--- src/rtl/uart_rx.sv ---
// uart_rx: 16x-oversampled UART receiver with 2-flop line synchronizer.
// Registered done / framing-error pulses; dato_out holds the last good frame.
module uart_rx #(
    parameter int DBIT    = 8,
    parameter int SB_TICK = 16
) (
    input  logic            clock,
    input  logic            reset_n,
    input  logic            tick_in,
    input  logic            dato_in,
    output logic [DBIT-1:0] dato_out,
    output logic            rx_done_tick,
    output logic            framing_error
);
    localparam int NW = $clog2(DBIT) + 1;

    typedef enum logic [1:0] {IDLE, START, DATA, STOP} state_t;

    state_t          state, state_next;
    logic [3:0]      s, s_next;
    logic [NW-1:0]   n, n_next;
    logic [DBIT-1:0] b, b_next, dato_next;
    logic            done_next, ferr_next;
    logic            sync1, line;

    always_ff @(posedge clock or negedge reset_n) begin
        if (!reset_n) begin
            sync1         <= 1'b1;
            line          <= 1'b1;
            state         <= IDLE;
            s             <= '0;
            n             <= '0;
            b             <= '0;
            dato_out      <= '0;
            rx_done_tick  <= 1'b0;
            framing_error <= 1'b0;
        end else begin
            sync1         <= dato_in;
            line          <= sync1;
            state         <= state_next;
            s             <= s_next;
            n             <= n_next;
            b             <= b_next;
            dato_out      <= dato_next;
            rx_done_tick  <= done_next;
            framing_error <= ferr_next;
        end
    end

    always_comb begin
        state_next = state;
        s_next     = s;
        n_next     = n;
        b_next     = b;
        dato_next  = dato_out;
        done_next  = 1'b0;
        ferr_next  = 1'b0;
        case (state)
            IDLE: if (!line) begin
                state_next = START;
                s_next     = '0;
            end
            // mid-start-bit check rejects glitches shorter than half a bit
            START: if (tick_in) begin
                if (s == 4'd7) begin
                    state_next = line ? IDLE : DATA;
                    s_next     = '0;
                    n_next     = '0;
                end else s_next = s + 4'd1;
            end
            DATA: if (tick_in) begin
                if (s == 4'd15) begin
                    b_next     = {line, b[DBIT-1:1]};
                    s_next     = '0;
                    state_next = (n == NW'(DBIT - 1)) ? STOP : DATA;
                    n_next     = (n == NW'(DBIT - 1)) ? n : n + NW'(1);
                end else s_next = s + 4'd1;
            end
            STOP: if (tick_in) begin
                if (s == 4'(SB_TICK - 1)) begin
                    state_next = IDLE;
                    dato_next  = line ? b : dato_out;
                    done_next  = line;
                    ferr_next  = !line;
                end else s_next = s + 4'd1;
            end
            default: state_next = IDLE;
        endcase
    end
endmodule

--- config.mk ---
export PLATFORM = sky130hd
export DESIGN_NAME = uart_rx
export DESIGN_NICKNAME = d
export VERILOG_FILES = /design/src/rtl/uart_rx.sv
export SDC_FILE = /design/constraint.sdc
export NUM_CORES = 1
export LEC_CHECK = 0
export CAP_MARGIN = 20
export CORE_ASPECT_RATIO = 1.5
export CORE_MARGIN = 2
export CORE_UTILIZATION = 35
export DETAILED_ROUTE_END_ITERATION = 16
export GPL_ROUTABILITY_DRIVEN = 0
export PLACE_DENSITY = 0.65
export SYNTH_ARGS = -nofsm -noshare
export SYNTH_HDL_FRONTEND = slang
export SYNTH_SLANG_ARGS = --single-unit
--- constraint.sdc ---
create_clock -name clock -period 2.21 [get_ports clock]
set_input_delay 0.3315 -clock clock [delete_from_list [all_inputs] [get_ports clock]]
set_output_delay 0.3315 -clock clock [all_outputs]
set_load 0.02 [all_outputs]
## Word level (Yosys, flattened, before mapping)

Cells that the tools add are included.

- Register bits: 30
- Input bits: 4
- Word-level logic and storage cells: 64

- Add/subtract/negate cells: 2
- Equal/unequal tests: 15
- Muxes and demuxes: 30
- Reductions and logical operators: 8

Operator list:

| cell | count |
|---|---|
| two-way mux 4 bit | 12 |
| inequality test 2 bit (second input constant) | 9 |
| two-way mux 2 bit | 8 |
| case mux 4 bit (4 select lines) | 1 |
| adder 4 x 1 -> 4 bit (second input constant) | 2 |
| == test 4 x 3 -> 1 bit (second input constant) | 2 |
| case mux 2 bit (4 select lines) | 1 |
| case mux 4 bit (2 select lines) | 1 |
| two-way mux 1 bit | 7 |
| AND reduction 7 bit | 1 |
| AND reduction 6 bit | 1 |
| AND reduction 5 bit | 1 |
| == test 2 bit (second input constant) | 2 |
| == test 4 bit (second input constant) | 1 |
| AND reduction 4 bit | 1 |
| AND reduction 3 bit | 1 |
| == test 2 x 1 -> 1 bit (second input constant) | 1 |
| zero test 2 bit | 1 |
| nonzero test 2 bit | 1 |
| zero test 1 bit | 1 |

## Logic depth before layout (Yosys ltp)

Gate-level depths: netlist of run 1.

- Word-level depth: 5
- Gate-level depth with buffers: 6
- Depth with buffers taken out: 5

## Worst setup path before layout of run 1

OpenSTA, ideal clock, no wires.

- Path kind: register to register
- Start point: register s[0]
- End point: register dato_out[0]
- Setup time: 0.125 ns
- Data arrival time: 1.535 ns
- Data required time: 2.085 ns
- Path slack: 0.551 ns
- Stages on the path, launching flop included: 7
- Period minus slack after synthesis: 1.659 ns
- Cells stage by stage: dfrtp_1 ha_1 buf_4 and3_2 nand2_1 nor2_4 mux2_2

- Word-level cells in the longest chain between the ends: 2

RTL lines:

| element | line | text |
|---|---|---|
| start, declared | 20 | `logic [3:0] s, s_next;` |
| start signal, assigned | 41 | `s <= s_next;` |
| == test 4 bit | 80 | `if (s == 4'(SB_TICK - 1)) begin` |
| AND reduction 4 bit (no source line) | n/a |  |
| end signal, assigned | 44 | `dato_out <= dato_next;` |
| end, declared | 11 | `output logic [DBIT-1:0] dato_out,` |

Every way passes these cells.
A chain may end at the register's enable or synchronous reset.

## Final worst setup path of run 1

- Start point: register s[0]
- End point: register dato_out[4]

The elaborated chain is that of the path after synthesis.

==> flow_metrics.env, run 1 <==
export IMPL_cts_sinks=30
export IMPL_cts_hold_buf=0
export IMPL_fin_crit_ns=1.97
export IMPL_die_y_um=81.1
export IMPL_final_nets=140
export IMPL_status="completed"
export IMPL_htree_levels=2
export IMPL_rr_endpoint="dato_out[4]"
export IMPL_n_antenna_cell=0
export IMPL_multi_input_area_um2=591
export IMPL_synth_area_mm2=0.00139
export IMPL_antenna_found_initial=0
export IMPL_async_reset_ff_frac=1.00
export IMPL_yosysWarnings=0
export IMPL_area_growth_syn_to_layout_pct=19.1
export IMPL_tns_ns=0
export IMPL_port_buffers=13
export IMPL_rsz0062_at_grt="no"
export IMPL_min_to="line"
export IMPL_syn_inst=116
export IMPL_worst_pin_slew_ns=0.486
export IMPL_syn_avg_cell_area_um2=12.0
export IMPL_core_area_mm2=0.00389
export IMPL_dieWidth_um=55.4
export IMPL_p_leak_uw=0.000757
export IMPL_pin_count=14
export IMPL_r2r_slack_ns=0.24
export IMPL_synthTopCellsByArea="dfrtp_1 51%, mux2_2 13%, dfstp_2 3.8%, o21ai_0 3.6%, nand2_1 2.4%"
export IMPL_synthFlopType="dfrtp_1"
export IMPL_fmax_mhz=507
export IMPL_fillers=370
export IMPL_cts_made_buffers=5
export IMPL_grt_use_total=0.127
export IMPL_grt_max_degree=31
export IMPL_post_cts_resized=0
export IMPL_min_from="sync1"
export IMPL_fin_skew_ns=0.00487
export IMPL_route_antenna_remaining_nets=0
export IMPL_num_vias=964
export IMPL_rows=28
export IMPL_ys_ff_latch=30
export IMPL_yosysMostFrequentCell="dfrtp_1"
export IMPL_clockRootBuffer="clkbuf_8"
export IMPL_vdd_drop_max_mv=0.698
export IMPL_r2r_cells=5
export IMPL_viasPerCell=5.36
export IMPL_globalRoute_totalOverflow=0
export IMPL_hold_class="reg -> reg"
export IMPL_p_per_area_mw_per_mm2=915
export IMPL_setup_slack_ns=0.238
export IMPL_drive_above_1_share=0.259
export IMPL_hold_depth=0
export IMPL_endpoint_kind="flop"
export IMPL_cts_tree="yes"
export IMPL_crit_required_ns=2.37
export IMPL_finalSetupViolations=0
export IMPL_yosysTopAreaCellShare=0.505
export IMPL_worstSetupPathType="reg -> reg"
export IMPL_clkTransAtPathRegs_ns=0.06
export IMPL_synth_edf_count=0
export IMPL_synth_seq_area_share=0.543
export IMPL_startpoint_type="flop"
export IMPL_routed_wl_mm=2.58
export IMPL_post_cts_setup_buffer_count=0
export IMPL_initial_utilization=0.356
export IMPL_die_area_mm2=0.00449
export IMPL_crit_fanout=9
export IMPL_drt_iter0_markers=9
export IMPL_synth_common_cells="28 x dfrtp_1, 16 x mux2_2, 10 x o21ai_0"
export IMPL_final_max_slew_viol_count=0
export IMPL_clkLatencyLatePin_ns=0.27
export IMPL_dp_hpwl_mm=1.86
export IMPL_drv_cap=0
export IMPL_yosys_area_top_type="dfrtp_1"
export IMPL_r2r_start="s[0]"
export IMPL_drc=0
export IMPL_final_seq_area_um2=753
export IMPL_grt_pass1_wl_mm=4.45
export IMPL_yosysUniqueCellTypes=37
export IMPL_dr_pass1_iters=4
export IMPL_wl_per_cell_um=14.3
export IMPL_max_slew_margin=0.676
export IMPL_first_global_vias=1003
export IMPL_cp_data_arrival_time_ns=2.13
export IMPL_syn_nets=122
export IMPL_hold_viol_final=0
export IMPL_period_share=0.892
export IMPL_pre_cts_slack_ns=0.169
export IMPL_cts_buffer_depth=2
==> state kept, by name (all words and copies together) (netlist names), named ones only <==
| name | count |
|---|---|
| b | 8 |
| dato_out | 8 |
| n | 4 |
| s | 4 |
| framing_error | 1 |
| line | 1 |
| rx_done_tick | 1 |
| state | 1 |
| sync1 | 1 |
==> worst max-delay path, stage by stage, from the launching register on <==
cell and delay (ns):
dfrtp_1 0.44, ha_1 0.34, and3_2 0.27, nand2_1 0.12
nor2_4 0.31, mux2_2 0.38
==> worst max path at each step <==
stage	slack (ns)	from	endpoint
6_report	0.24	s[0]	dato_out[4]
3_5_place_dp	0.17	tick_in	dato_out[4]
4_1_cts	0.23	s[0]	dato_out[4]
2_1_floorplan	0.55	s[0]	dato_out[0]
3_3_place_gp	0.24	tick_in	dato_out[0]
5_1_grt	0.09	s[0]	dato_out[4]
==> kinds of logic after synthesis <==
logic type	after synthesis	synth area share
fa+ha+maj	2	0.0180
mux	16	0.130
buf+inv	7	0.0307
flops	30	0.543
compound gates	27	0.129
simple gates	34	0.149
==> metal layers <==
| metal | track usage | vias to the layer above | wire [um] |
|---|---|---|---|
| met3 | 0.0303 | 6 | 73 |
| met1 | 0.138 | 479 | 1060 |
| li1 | - | 459 | - |
| met5 | 0 | - | 0 |
| met2 | 0.223 | 20 | 1370 |
| met4 | 0.0756 | 0 | 79 |
==> power by group <==
group          internal, uW  switching (uW)
logic                   143             163
registers               609             148
clock network           251             196
==> cells in the final DEF, fill, tap and decap left out, types with 2 or more instances in the layout <==
cell,netlist,routed
nand2_2,2,2
mux2_2,16,16
clkbuf_8,0,6
nand2_1,9,9
o21a_1,2,2
nor2_1,3,3
nand4_1,2,2
nand2b_1,2,2
and3b_1,2,2
clkdlybuf4s50_1,0,13
dfstp_2,2,2
a21oi_1,3,3
nand3_1,4,4
inv_1,2,2
buf_4,3,3
a2bb2oi_1,2,2
ha_1,2,2
o21ai_0,10,10
dfrtp_1,28,28
a21boi_1,2,2
or3_1,2,2
==> cell type report <==
type,count,area share
Sequential cell,30,0.456
Multi-Input combinational cell,79,0.358
Timing Repair Buffer,16,0.0924
Clock buffer,7,0.0523
Tap cell,45,0.0341
Inverter,2,0.00455
Clock inverter,1,0.00303
==> through the flow <==
stage	cell area (um^2)	hold slack, ns	cells	utilization	total power, uW
after floorplan	1390	0.0359	116	-	1020
after global placement	1560	0.349	172	0.401	1050
after detailed placement	1560	0.347	172	0.401	1070
after CTS	1650	0.356	180	0.425	1520
after global routing	1650	0.366	180	0.425	1600
final	1650	0.355	180	0.425	1510
Note: power is estimated with default switching activity, not from simulation.
==> inputs of run 2 (changes only) <==
==> constraint.sdc (replaced) <==
create_clock -name clock -period 1.97 [get_ports clock]
set_input_delay 0.2955 -clock clock [delete_from_list [all_inputs] [get_ports clock]]
set_output_delay 0.2955 -clock clock [all_outputs]
set_load 0.02 [all_outputs]
==> flow_metrics.env, run 2 (synthesis gave the netlist of run 1 again) <==
export IMPL_cts_sinks=30
export IMPL_critPathBufInv=0
export IMPL_postPlaceCellArea_mm2=0.00158
export IMPL_drive_above_1_share=0.268
export IMPL_critPathMaxStageDelay_ns=0.44
export IMPL_cts_hold_buf=0
export IMPL_wl_per_cell_um=13.4
export IMPL_fin_crit_ns=1.73
export IMPL_crit_fanout=9
export IMPL_status="completed"
export IMPL_clkLatencyLatePin_ns=0.28
export IMPL_startpoint_type="flop"
export IMPL_dp_hpwl_mm=1.75
export IMPL_crit_chain="ha_1 -> and3_2 -> nand2_1 -> nor2_4 -> mux2_2"
export IMPL_antenna_found_initial=0
export IMPL_rsz0062_at_grt="no"
export IMPL_pwr_share_clk=0.329
export IMPL_post_cts_setup_buffer_count=0
export IMPL_pre_cts_slack_ns=0.0641
export IMPL_hold_viol_final=0
export IMPL_htree_levels=2
export IMPL_final_common_cell="dfrtp_1"
export IMPL_routed_wl_mm=2.45
export IMPL_p_sw_uw=571
export IMPL_fillers=355
export IMPL_crit_required_ns=2.14
export IMPL_core_area_mm2=0.00389
export IMPL_r2r_slack_ns=0.24
export IMPL_final_seq_area_um2=753
export IMPL_route_antenna_remaining_nets=0
export IMPL_n_antenna_cell=0
export IMPL_p_leak_uw=0.000776
export IMPL_p_per_area_mw_per_mm2=1070
export IMPL_grt_pass1_wl_mm=4.35
export IMPL_cts_made_buffers=5
export IMPL_post_cts_resized=0
export IMPL_cts_tree="yes"
export IMPL_seqPwrFrac=0.472
export IMPL_port_buffers=13
export IMPL_vdd_drop_max_mv=0.731
export IMPL_grt_max_degree=31
export IMPL_initial_utilization=0.356
export IMPL_swShare=0.316
export IMPL_cts_buffer_depth=2
export IMPL_final_max_slew_viol_count=0
export IMPL_setup_slack_ns=0.235
export IMPL_multi_input_area_um2=591
export IMPL_area_growth_syn_to_layout_pct=21.8
export IMPL_final_nets=143
export IMPL_endpoint_kind="flop"
export IMPL_num_vias=979
export IMPL_finalPower_uw=1810
export IMPL_viasPerCell=5.35
export IMPL_tns_ns=0
export IMPL_period_share=0.881
export IMPL_grt_use_total=0.129
export IMPL_pin_count=14
export IMPL_globalRoute_totalOverflow=0
export IMPL_rows=28
export IMPL_top_regs="b (8), dato_out (8)"
export IMPL_dr_pass1_iters=4
export IMPL_worst_pin_slew_ns=0.472
export IMPL_clkTransAtPathRegs_ns=0.06
export IMPL_die_y_um=81.1
export IMPL_cp_data_arrival_time_ns=1.90
export IMPL_worstSetupPathType="reg -> reg"
export IMPL_dieWidth_um=55.4
export IMPL_fmax_mhz=576
export IMPL_p_int_uw=1230
export IMPL_first_global_vias=997
export IMPL_slowest_stage="dfrtp_1"
export IMPL_layout_common_cells="28 x dfrtp_1, 16 x mux2_2, 13 x clkdlybuf4s50_1"
export IMPL_drv_cap=0
export IMPL_pwr_share_comb=0.199
export IMPL_final_util=0.434
export IMPL_fin_skew_ns=0.00373
export IMPL_drt_iter0_markers=16
export IMPL_die_area_mm2=0.00449
export IMPL_fin_area_mm2=0.00169
export IMPL_max_slew_margin=0.685
export IMPL_clockRootBuffer="clkbuf_8"
export IMPL_hold_class="reg -> reg"
export IMPL_drc=0
export IMPL_critical_path_top_delay_family="simple AND/OR/NAND/NOR gates"
export IMPL_finalSetupViolations=0
-- run 2: final timing paths --
path	depth (start not counted)	end	startpoint
worst max-delay path	5	dato_out[0]	s[0]
worst max register to register	5	dato_out[0]	s[0]
worst min-delay path	0	line	sync1
max in group asynchronous	2	sync1	reset_n
min in group asynchronous	2	dato_out[0]	reset_n
worst min register to register	0	line	sync1
-- run 2: through the flow --
step	instances	hold WS [ns]
6_report	183	0.357
5_1_grt	183	0.361
4_1_cts	183	0.360
3_5_place_dp	175	0.351
3_3_place_gp	175	0.348
2_1_floorplan	116	-0.0000911
-- run 2: power groups by stage --
stage               clock network (uW)  registers [uW]  logic [uW]
floorplan                            0             740         404
global placement                     0             847         347
detailed placement                   0             858         360
CTS                                614             846         363
global route                       643             866         421
finish                             595             852         359
-- run 2: layer usage --
metal / routed length, um / track usage / vias up / share of wire
li1: - / - / 463 / -
met1: 1000 / 0.135 / 483 / 0.41
met2: 1250 / 0.220 / 27 / 0.51
met3: 107 / 0.0398 / 6 / 0.044
met4: 84 / 0.0878 / 0 / 0.034
met5: 0 / 0 / - / 0
-- run 2: final cells by class --
| type | instances | area share |
|---|---|---|
| clock buffer | 7 | 0.0452 |
| clock inverter | 1 | 0.0178 |
| inverter | 2 | 0.00444 |
| multi-input combinational | 79 | 0.350 |
| sequential | 30 | 0.446 |
| tap | 45 | 0.0333 |
| timing repair buffer | 19 | 0.104 |
